## config.mk

```make
export PLATFORM = sky130hd
export DESIGN_NAME = mod_n_counter_flat
export DESIGN_NICKNAME = d
export VERILOG_FILES = /design/src/rtl/mod_n_counter_if.sv /design/src/rtl/mod_n_counter.sv /design/src/flat_wrapper.sv
export SDC_FILE = /design/constraint.sdc
export NUM_CORES = 1
export LEC_CHECK = 0
export BUFFER_PORTS_ARGS = -buffer_cell sky130_fd_sc_hd__buf_2
export CORE_AREA = 2 2 39 41
export DETAILED_ROUTE_END_ITERATION = 10
export DIE_AREA = 0 0 41 43
export HOLD_SLACK_MARGIN = 0.02
export PLACE_DENSITY = 0.65
export SYNTH_ARGS = -nofsm -noshare
export SYNTH_HDL_FRONTEND = slang
export SYNTH_SLANG_ARGS = --single-unit
```

## constraint.sdc

```tcl
create_clock -name clk -period 2.4 [get_ports clk]
set_input_delay 0.12 -clock clk [delete_from_list [all_inputs] [get_ports clk]]
set_output_delay 0.12 -clock clk [all_outputs]
set_load 0.005 [all_outputs]
```

## src/rtl/mod_n_counter_if.sv

```systemverilog
// Control and status bundle for mod_n_counter.
// master: the block driving control (en, up_dn, clr, load, load_val).
// slave:  the counter itself, returning count, tc, wrap and err.
interface mod_n_counter_if #(
  parameter int unsigned WIDTH = 4
);
  logic             en;
  logic             up_dn;
  logic             clr;
  logic             load;
  logic [WIDTH-1:0] load_val;
  logic [WIDTH-1:0] count;
  logic             tc;
  logic             wrap;
  logic             err;

  modport master (
    output en, up_dn, clr, load, load_val,
    input  count, tc, wrap, err
  );

  modport slave (
    input  en, up_dn, clr, load, load_val,
    output count, tc, wrap, err
  );
endinterface

```

## src/rtl/mod_n_counter.sv

```systemverilog
// Modulo-N up/down counter with synchronous clear/load, terminal-count flag,
// registered wrap pulse and sticky out-of-range-load error.
// Optional enable prescaler: define MODULUS_CNT_PRESCALE_EN to count only every
// PRESCALE-th enabled cycle; undefined builds have no prescaler and en_eff = en.
module mod_n_counter #(
  parameter int unsigned WIDTH    = 4,
  parameter int unsigned MODULUS  = 7,
  parameter int unsigned PRESCALE = 4
) (
  input  logic           clk,
  input  logic           rst_n,
  mod_n_counter_if.slave bus
);

  if (MODULUS < 2 || 64'(MODULUS) > (64'd1 << WIDTH)) begin : g_bad_modulus
    $error("mod_n_counter: MODULUS must satisfy 2 <= MODULUS <= 2**WIDTH");
  end
  if (PRESCALE < 1) begin : g_bad_prescale
    $error("mod_n_counter: PRESCALE must be >= 1");
  end

  localparam logic [WIDTH-1:0] MaxCount = WIDTH'(MODULUS - 1);

  logic [WIDTH-1:0] count_q, count_d;
  logic             wrap_q, wrap_d;
  logic             err_q, err_d;
  logic             en_eff;
  logic             at_top;
  logic             at_zero;
  logic             load_ok;

`ifdef MODULUS_CNT_PRESCALE_EN
  localparam int unsigned    PsWidth = (PRESCALE > 1) ? $clog2(PRESCALE) : 1;
  localparam logic [PsWidth-1:0] PsLast = PsWidth'(PRESCALE - 1);

  logic [PsWidth-1:0] ps_q, ps_d;

  // Prescaler: counts en-high cycles, restarts on clr/load so spacing is relative to them.
  always_comb begin
    ps_d = ps_q;
    if (bus.clr || bus.load) begin
      ps_d = '0;
    end else if (bus.en) begin
      ps_d = (ps_q == PsLast) ? '0 : ps_q + PsWidth'(1);
    end
  end

  // Prescaler state register.
  always_ff @(posedge clk or negedge rst_n) begin
    if (!rst_n) begin
      ps_q <= '0;
    end else begin
      ps_q <= ps_d;
    end
  end

  assign en_eff = bus.en & (ps_q == PsLast);
`else
  assign en_eff = bus.en;
`endif

  assign at_top  = (count_q == MaxCount);
  assign at_zero = (count_q == '0);
  // Compare in 32 bits so MODULUS == 2**WIDTH accepts every load value.
  assign load_ok = (32'(bus.load_val) < MODULUS);

  // Next-state: clr > load > enabled step > hold; wrap only set by a wrapping step.
  always_comb begin
    count_d = count_q;
    wrap_d  = 1'b0;
    err_d   = err_q;
    if (bus.clr) begin
      count_d = '0;
      err_d   = 1'b0;
    end else if (bus.load) begin
      if (load_ok) begin
        count_d = bus.load_val;
      end else begin
        count_d = MaxCount;
        err_d   = 1'b1;
      end
    end else if (en_eff) begin
      if (bus.up_dn) begin
        if (at_top) begin
          count_d = '0;
          wrap_d  = 1'b1;
        end else begin
          count_d = count_q + WIDTH'(1);
        end
      end else begin
        if (at_zero) begin
          count_d = MaxCount;
          wrap_d  = 1'b1;
        end else begin
          count_d = count_q - WIDTH'(1);
        end
      end
    end
  end

  // Counter, wrap pulse and sticky error registers.
  always_ff @(posedge clk or negedge rst_n) begin
    if (!rst_n) begin
      count_q <= '0;
      wrap_q  <= 1'b0;
      err_q   <= 1'b0;
    end else begin
      count_q <= count_d;
      wrap_q  <= wrap_d;
      err_q   <= err_d;
    end
  end

  assign bus.count = count_q;
  assign bus.wrap  = wrap_q;
  assign bus.err   = err_q;
  assign bus.tc    = en_eff & ~bus.clr & ~bus.load &
                     ((bus.up_dn & at_top) | (~bus.up_dn & at_zero));

endmodule

```

## src/flat_wrapper.sv

```systemverilog
// flat-port wrapper written by rule: the top's interface ports become plain ports
module mod_n_counter_flat 
#(
  parameter int unsigned WIDTH    = 4,
  parameter int unsigned MODULUS  = 7,
  parameter int unsigned PRESCALE = 4
)
  (clk, rst_n, bus_en, bus_up_dn, bus_clr, bus_load, bus_load_val, bus_count, bus_tc, bus_wrap, bus_err);
  mod_n_counter_if #(.WIDTH(WIDTH)) bus_i ();
  input  logic clk;
  input  logic rst_n;
  input wire logic [$bits(bus_i.en)-1:0] bus_en;
  input wire logic [$bits(bus_i.up_dn)-1:0] bus_up_dn;
  input wire logic [$bits(bus_i.clr)-1:0] bus_clr;
  input wire logic [$bits(bus_i.load)-1:0] bus_load;
  input wire logic [$bits(bus_i.load_val)-1:0] bus_load_val;
  output wire logic [$bits(bus_i.count)-1:0] bus_count;
  output wire logic [$bits(bus_i.tc)-1:0] bus_tc;
  output wire logic [$bits(bus_i.wrap)-1:0] bus_wrap;
  output wire logic [$bits(bus_i.err)-1:0] bus_err;
  assign bus_i.en = bus_en;
  assign bus_i.up_dn = bus_up_dn;
  assign bus_i.clr = bus_clr;
  assign bus_i.load = bus_load;
  assign bus_i.load_val = bus_load_val;
  assign bus_count = bus_i.count;
  assign bus_tc = bus_i.tc;
  assign bus_wrap = bus_i.wrap;
  assign bus_err = bus_i.err;
  mod_n_counter #(.WIDTH(WIDTH), .MODULUS(MODULUS), .PRESCALE(PRESCALE)) u_core (.clk(clk), .rst_n(rst_n), .bus(bus_i));
endmodule
```

==> results by group, run 1 <==
Outcome
  • Status: finished clean

Worst setup path
  • Crit path kind: reg -> out
  • CP Data Required Time: roughly 2300 ps
  • Worst r2r src: u_core.bus.count[0]
  • CP Max Fanout: 8
  • Startpoint Class: flip-flop
  • Worst Setup SP: u_core.bus.count[0]
  • Crit path capture type: output pin
  • Max stage delay cell, worst path: or4b_4
  • Crit path DAT: 1800 ps
  • Slowest stage delay, CP: 490 ps
  • Cells along the critical path: inv_1 > ha_1 > or4b_4 > a21oi_1 > buf_2

Power and ir drop
  • Sw frac: 0.308
  • Net Sw Power: 0.0913 mW
  • Maximum VDD drop: approximately 110 uV
  • Clock power frac: 0.318
  • Sequential power share: 0.412
  • Combinational Power Share: 0.270
  • Pwr Density: approximately 470 nW/um2
  • Lkg Pwr: 0.287 nW
  • Internal Power: 0.205 mW
  • PnR Total Power: between 0.2 and 0.3 mW

Detailed routing
  • Iter 0 DRT Violations: 13
  • DRC: 0
  • DRT Pass-1 Iters: 4
  • Drt total wl: about 1200 um
  • Average routed wire per standard cell: 12.9 um
  • DR vias: 505
  • Vias per cell: roughly 5.5
  • ANT nets after route: 0

GRT
  • Largest net degree at the start of global routing: 12
  • First-pass GRT wire length: 1930 um
  • Initial antenna violation count: 0
  • Vias in the first global route: 468
  • Gr usage total: 0.162
  • Remaining Overflow, GRT: 0

STA
  • Final Skew: 2.93 ps
  • Worst slew pin tran: 325 ps
  • Slew margin rel.: 0.781
  • Fmax achieved: approximately 520 MHz
  • RSZ-0062 raised after global routing: false
  • Setup violators final: 0
  • PnR worst setup slack: between 400 and 500 ps
  • Period minus WS final: approximately 1900 ps
  • Period utilization: 0.798
  • Pins Over Slew Limit: 0
  • Fin. Hold Viols: 0
  • Setup_tns: 0 ps

Finish
  • Fill count: 142
  • Register area: 150 um2
  • Share of layout cells above drive strength 1: 0.303
  • Area grow syn2layout: 21.6%
  • Ant. Diodes: 0
  • Final core utilization: 0.453
  • Area of the multi-input gates: 333 um2
  • Net count reported at finish: 92

Yosys
  • Synthesized flop and latch total: 6
  • Largest area contributor in the netlist: dfrtp_1
  • Ys Warns: 0
  • Mapped Area: 515 um2
  • Cell count after synthesis: 59
  • Ys async rst share: 1.00
  • Synthesized area per cell: 8.74 um2
  • Synth area leaders: dfrtp_1 29%, ha_1 9.7%, mux2i_1 3.9%, o21ai_0 3.9%, a21oi_1 2.9%
  • Top-area cell type share of the netlist area: 0.291
  • Sequential share of the synthesized area: 0.291
  • Post-synth EDFFs: 0
  • Synth cell types: 31
  • Net Count, Synth: 73
  • Ys flop type: dfrtp_1

CTS
  • H-tree levels: 1
  • CTS Sinks: 6
  • Inserted Clock Buffers: 3
  • Clock-pin slew on the worst setup and hold paths: 50 ps
  • CTS root buf: clkbuf_4
  • Max clock buf depth: 2
  • Worst-Skew Late Latency: ~250 ps
  • CTS tree: done

Die
  • Die W: 41 um
  • FP Rows: 14
  • Initial Utilization: 0.373
  • I/O Pins: 17
  • Die area: 1760 um2
  • Die height: 43 um
  • Core Area: between 1000 and 1500 um2

Place
  • Final GP Congestion: 0.771
  • Pre-CTS WS: 744 ps
  • Port Buffers: 16

Flow run
  • Reported max-cap violation count: 0

Worst hold path
  • Hold_sp: bus_clr
  • HP Class: in -> reg
power by group through the flow:
stage	Sequential [mW]	Combinational [mW]	Clock, mW
detailed placement	0.123	0.0785	0
floorplan	0.119	0.0581	0
CTS	0.122	0.0804	0.0952
global route	0.124	0.0923	0.100
global placement	0.123	0.0782	0
finish	0.122	0.0799	0.0943
repair_timing:
| action | in CTS | in global routing |
|---|---|---|
| resized for setup | 0 | 0 |
| setup buffers | 0 | 0 |
| hold endpoints to repair | 6 | 0 |
| hold buffers | 1 | 0 |
stage by stage:
| step | cells | hold WS (ps) | area, um2 |
|---|---|---|---|
| floorplan | 59 | -176 | 515 |
| global placement | 88 | -55.1 | 594 |
| detailed placement | 88 | -52.2 | 594 |
| CTS | 92 | 79.8 | 627 |
| global route | 92 | 96.8 | 627 |
| finish | 92 | 79.4 | 627 |
layer usage:
metal / wire length (um) / share of wire / vias up / global-route usage
li1: - / - / 255 / -
met1: 532 / 0.45 / 233 / 0.184
met2: 582 / 0.49 / 13 / 0.259
met3: 49 / 0.041 / 4 / 0.0314
met4: 21 / 0.018 / 0 / 0.100
met5: 0 / 0 / - / 0
worst max-delay path, delay by kind of cell (launching register included):
family / cells / cell delay [ps]
buf+inv: 2 / 250
simple gates: 1 / 490
flops: 1 / 450
fa+ha+maj: 1 / 210
compound gates: 1 / 150
cells by family (layout without fill, tap and decap cells):
group                    after synthesis  count (layout)  share of synthesized area
adder cells (fa/ha/maj)                4               4                     0.0971
buffers and inverters                  6              23                     0.0631
multiplexers                           3               3                     0.0607
flip-flops                             6               6                      0.291
AO/OA/AOI/OAI                         18              18                      0.231
AND/OR/NAND/NOR                       22              22                      0.257
Yosys cell counts (all sizes together), types with 2 or more instances:
master	count
nand3	2
o21ai	5
buf	3
nor2	3
inv	3
a211oi	2
nor3	3
a31oi	2
a21oi	3
dfrtp	6
ha	4
mux2i	2
nand2	4
nand2b	2
sequential cells by signal (all words and copies together) (netlist names):
signal	flops
u_core.bus.count	4
u_core.bus.wrap	1
u_core.bus.err	1
path summary, 6_finish.rpt:
check	endpoint	cells after the start	slack, ps
worst max-delay path	bus_tc	5	480
worst min-delay path	u_core.bus.err	2	80
max in group asynchronous	u_core.bus.count[3]	2	2040
min in group asynchronous	u_core.bus.err	2	220
worst min register to register	u_core.bus.err	2	490
worst max register to register	u_core.bus.count[0]	5	710
cells in the final DEF, fill, tap and decap left out, types with 2 or more instances in the layout:
| cell type | Yosys | final |
|---|---|---|
| a211oi_1 | 2 | 2 |
| nand2_1 | 4 | 4 |
| ha_1 | 4 | 4 |
| a21oi_1 | 3 | 3 |
| nand2b_1 | 2 | 2 |
| nor2_1 | 3 | 3 |
| nor3_1 | 3 | 3 |
| inv_1 | 3 | 3 |
| o21ai_0 | 4 | 4 |
| dfrtp_1 | 6 | 6 |
| nand3_1 | 2 | 2 |
| mux2i_1 | 2 | 2 |
| a31oi_1 | 2 | 2 |
| clkbuf_4 | 0 | 3 |
| buf_2 | 2 | 16 |
final cells by class:
class,instances,area share
inverters,3,0.0180
multi-input cells,47,0.531
flip-flops and latches,6,0.240
clock buffers,3,0.0359
repair buffers,17,0.144
well taps,16,0.0319
Note: power is estimated with default switching activity, not from simulation.
==> inputs of run 2 (changes only) <==
Settings changed: ABC_AREA set to 1, CORE_AREA 2 2 39 41 to 2 2 41 43, DIE_AREA 0 0 41 43 to 0 0 43 45.
Clock period 2.4 ns to 1.5 ns, I/O delays scaled along.
==> run 2 against run 1 <==
  * Combinational power increased by 150%
  * Final cell count increased by 37%
  * Area after synthesis increased by 7.3%
  * Setup slack got worse by 400 ps
  * Critical path depth increased by 2
==> results by group, run 2 <==
STA
  • Fmax achieved: 707 MHz
  • Hold_ws: 53.4 ps (-26.0 ps)
  • RSZ-0062 raised after global routing: true
  • Fin. Hold Viols: 0 (unchanged)
  • Pins Over Slew Limit: 0 (unchanged)
  • Period minus WS final: 1420 ps
  • Setup violators final: 0 (unchanged)
  • Setup_tns: 0 ps (unchanged)
  • Period utilization: 0.944
  • Final Skew: 1.41 ps (-1.51 ps)
  • Worst slew pin tran: 363 ps (+37.5 ps)
  • Slew margin rel.: 0.758 (-0.0233)

Finish
  • Non-Filler Instances: 126 (+37%)
  • Fill count: 161 (+13%)
  • Final core utilization: 0.505 (+0.0521)
  • Ant. Diodes: 0 (unchanged)
  • Register area: 151 um2 (+0.83%)
  • Most frequent cells in the layout: 31 x nand2_1, 16 x buf_2, 10 x inv_1
  • Share of layout cells above drive strength 1: 0.382 (+0.0792)
  • Net count reported at finish: 126 (+37%)
  • Area grow syn2layout: 34.4%
  • Number of flip-flops under the largest register name: 4 (unchanged)
  • Commonest non-fill, non-tap cell in the layout: nand2_1
  • Area of the multi-input gates: 365 um2 (+9.8%)

Worst setup path
  • Most common cell on crit path: nand2_2
  • Crit path capture type: output pin
  • Crit path kind: reg -> out
  • Startpoint Class: flip-flop
  • Cells along the critical path: inv_2 > ha_4 > nand3_2 > nand2_2 > nand2_2 > nor3_2 > buf_2
  • Max stage delay cell, worst path: dfrtp_1
  • Crit path DAT: 1340 ps (-460 ps)
  • CP Data Required Time: 1420 ps (-860 ps)
  • Slowest stage delay, CP: 390 ps (-100 ps)
  • CP Max Fanout: 3 (-5)

GRT
  • Largest net degree at the start of global routing: 11 (-1)
  • Gr usage total: 0.160 (-0.00197)
  • First-pass GRT wire length: 2350 um (+22%)
  • Vias in the first global route: 583 (+25%)
  • Remaining Overflow, GRT: 0 (unchanged)
  • Initial antenna violation count: 0 (unchanged)

Die
  • Core Area: 1470 um2 (+6.3%)
  • Die area: 1940 um2 (+9.8%)
  • Die W: 43 um (+4.9%)
  • I/O Pins: 17 (unchanged)
  • Die height: 45 um (+4.7%)
  • FP Rows: 14 (unchanged)
  • Initial Utilization: 0.376 (+0.00334)

Flow run
  • Reported max-cap violation count: 0 (unchanged)

CTS
  • CTS root buf: clkbuf_4
  • Inserted Clock Buffers: 3 (unchanged)
  • Clock-pin slew on the worst setup and hold paths: 50 ps (about the same)
  • CTS tree: done
  • H-tree levels: 1 (unchanged)
  • Worst-Skew Late Latency: 230 ps (-20 ps)
  • CTS Sinks: 6 (unchanged)
  • Max clock buf depth: 2 (unchanged)

Yosys
  • Synth area leaders: dfrtp_1 27%, nand2_1 21%, ha_1 9.0%, inv_1 8.1%, nand3_2 5.4%
  • Post-synth EDFFs: 0 (unchanged)
  • Synthesized area per cell: 6.43 um2 (-26%)
  • Ys flop type: dfrtp_1
  • Synth cell types: 17 (-45%)
  • Mapped Area: 553 um2 (+7.3%)
  • Top-area cell type share of the netlist area: 0.271 (-0.0198)
  • Largest area contributor in the netlist: dfrtp_1
  • Cell count after synthesis: 86 (+46%)
  • Ys Warns: 0 (unchanged)
  • Ys async rst share: 1.00 (unchanged)
  • Sequential share of the synthesized area: 0.271 (-0.0198)
  • Net Count, Synth: 100 (+37%)
  • Synthesized flop and latch total: 6 (unchanged)
  • Most common cell in the netlist: nand2_1
  • Synth top cells by count: 31 x nand2_1, 12 x inv_1, 8 x nor2_1, 6 x dfrtp_1, 5 x nand3_1

Detailed routing
  • Average routed wire per standard cell: 10.9 um (-15%)
  • DRT Pass-1 Iters: 6 (+2)
  • ANT nets after route: 0 (unchanged)
  • Drt total wl: 1380 um (+16%)
  • Iter 0 DRT Violations: 12 (-1)
  • Vias per cell: 4.78 (-13%)
  • DR vias: 602 (+19%)
  • DRC: 0 (unchanged)

Place
  • Port Buffers: 16 (unchanged)
  • # placed instances: 118 (+34%)
  • Final GP Congestion: 0.801 (+3.9%)
  • Post-DP HPWL: 1020 um

Power and ir drop
  • Maximum VDD drop: 315 uV (+180%)
  • Lkg Pwr: 0.441 nW (+54%)
  • Pwr Density: 719 nW/um2 (+52%)

Worst hold path
  • HP Class: in -> reg

Outcome
  • Status: finished clean
run 2: changes by cell type after synthesis, sizes merged, moves of 2 or more:
cell | before | now
nand2 | 4 | 34
inv | 3 | 15
nand3 | 2 | 8
nor2 | 3 | 9
o21ai | 5 | 1
a211oi | 2 | 0
a31oi | 2 | 0
buf | 3 | 1
mux2i | 2 | 0
nand2b | 2 | 0
run 2: logic make-up (layout without fill, tap and decap cells):
family | after synthesis | after routing | share of synthesized area
XOR/XNOR | 1 | 1 | 0.0158
AO/OA/AOI/OAI | 3 | 3 | 0.0339
buffers and inverters | 16 | 40 | 0.122
AND/OR/NAND/NOR | 56 | 56 | 0.466
flip-flops | 6 | 6 | 0.271
adder cells (fa/ha/maj) | 4 | 4 | 0.0905
run 2: final timing paths:
kind / endpoint / slack (ps) / depth (start not counted) / from
max: bus_tc / 80 / 7 / u_core.bus.count[0]
min: u_core.bus.err / 50 / 2 / bus_clr
max reg2reg: u_core.bus.count[2] / 180 / 7 / u_core.bus.count[1]
min reg2reg: u_core.bus.err / 510 / 2 / u_core.bus.err
max in group asynchronous: u_core.bus.count[1] / 1160 / 2 / rst_n
min in group asynchronous: u_core.bus.count[3] / 190 / 2 / rst_n
run 2: metal layers:
metal / part of all wire / wire length (um) / GRT usage / up-vias
met3: 0.054 / 74 / 0.0240 / 0
met2: 0.50 / 690 / 0.297 / 23
met4: 0 / 0 / 0.0364 / 0
met1: 0.44 / 612 / 0.197 / 266
met5: 0 / 0 / 0 / -
li1: - / - / - / 313
run 2: stage by stage:
stage | area [um2] | power, mW | setup slack (ps)
CTS | 708 | 0.516 | 13.8
global placement | 649 | 0.353 | 178
finish | 743 | 0.535 | 84.6
global route | 743 | 0.582 | -27.4
floorplan | 553 | 0.304 | 243
detailed placement | 649 | 0.359 | 116
run 2: what timing repair did:
action / 4_1_cts / 5_1_grt
hold buffers: 1 / 0
endpoints found under the setup margin: 1 / 1
buffers inserted: 3 / 1
pin swaps: 1 / 2
cloned: 0 / 0
hold endpoints to repair: 6 / 0
resized for setup: 3 / 5
run 2: critical path: cells and delay by family, from the launching register on:
family	cells	cell delay [ps]
buf+inv	2	250
flops	1	390
simple gates	4	320
fa+ha+maj	1	150
run 2: power breakdown:
part           switching (mW)  internal (mW)  total (mW)
clock network          0.0528         0.0902       0.143
registers              0.0201          0.175       0.195
logic                   0.110         0.0869       0.197
run 2: layout make-up:
cell class                 count  share of cell area
timing repair buffer          22               0.172
sequential                     6               0.204
multi-input combinational     64               0.492
tap                           16              0.0269
inverter                      15              0.0758
clock buffer                   3              0.0303
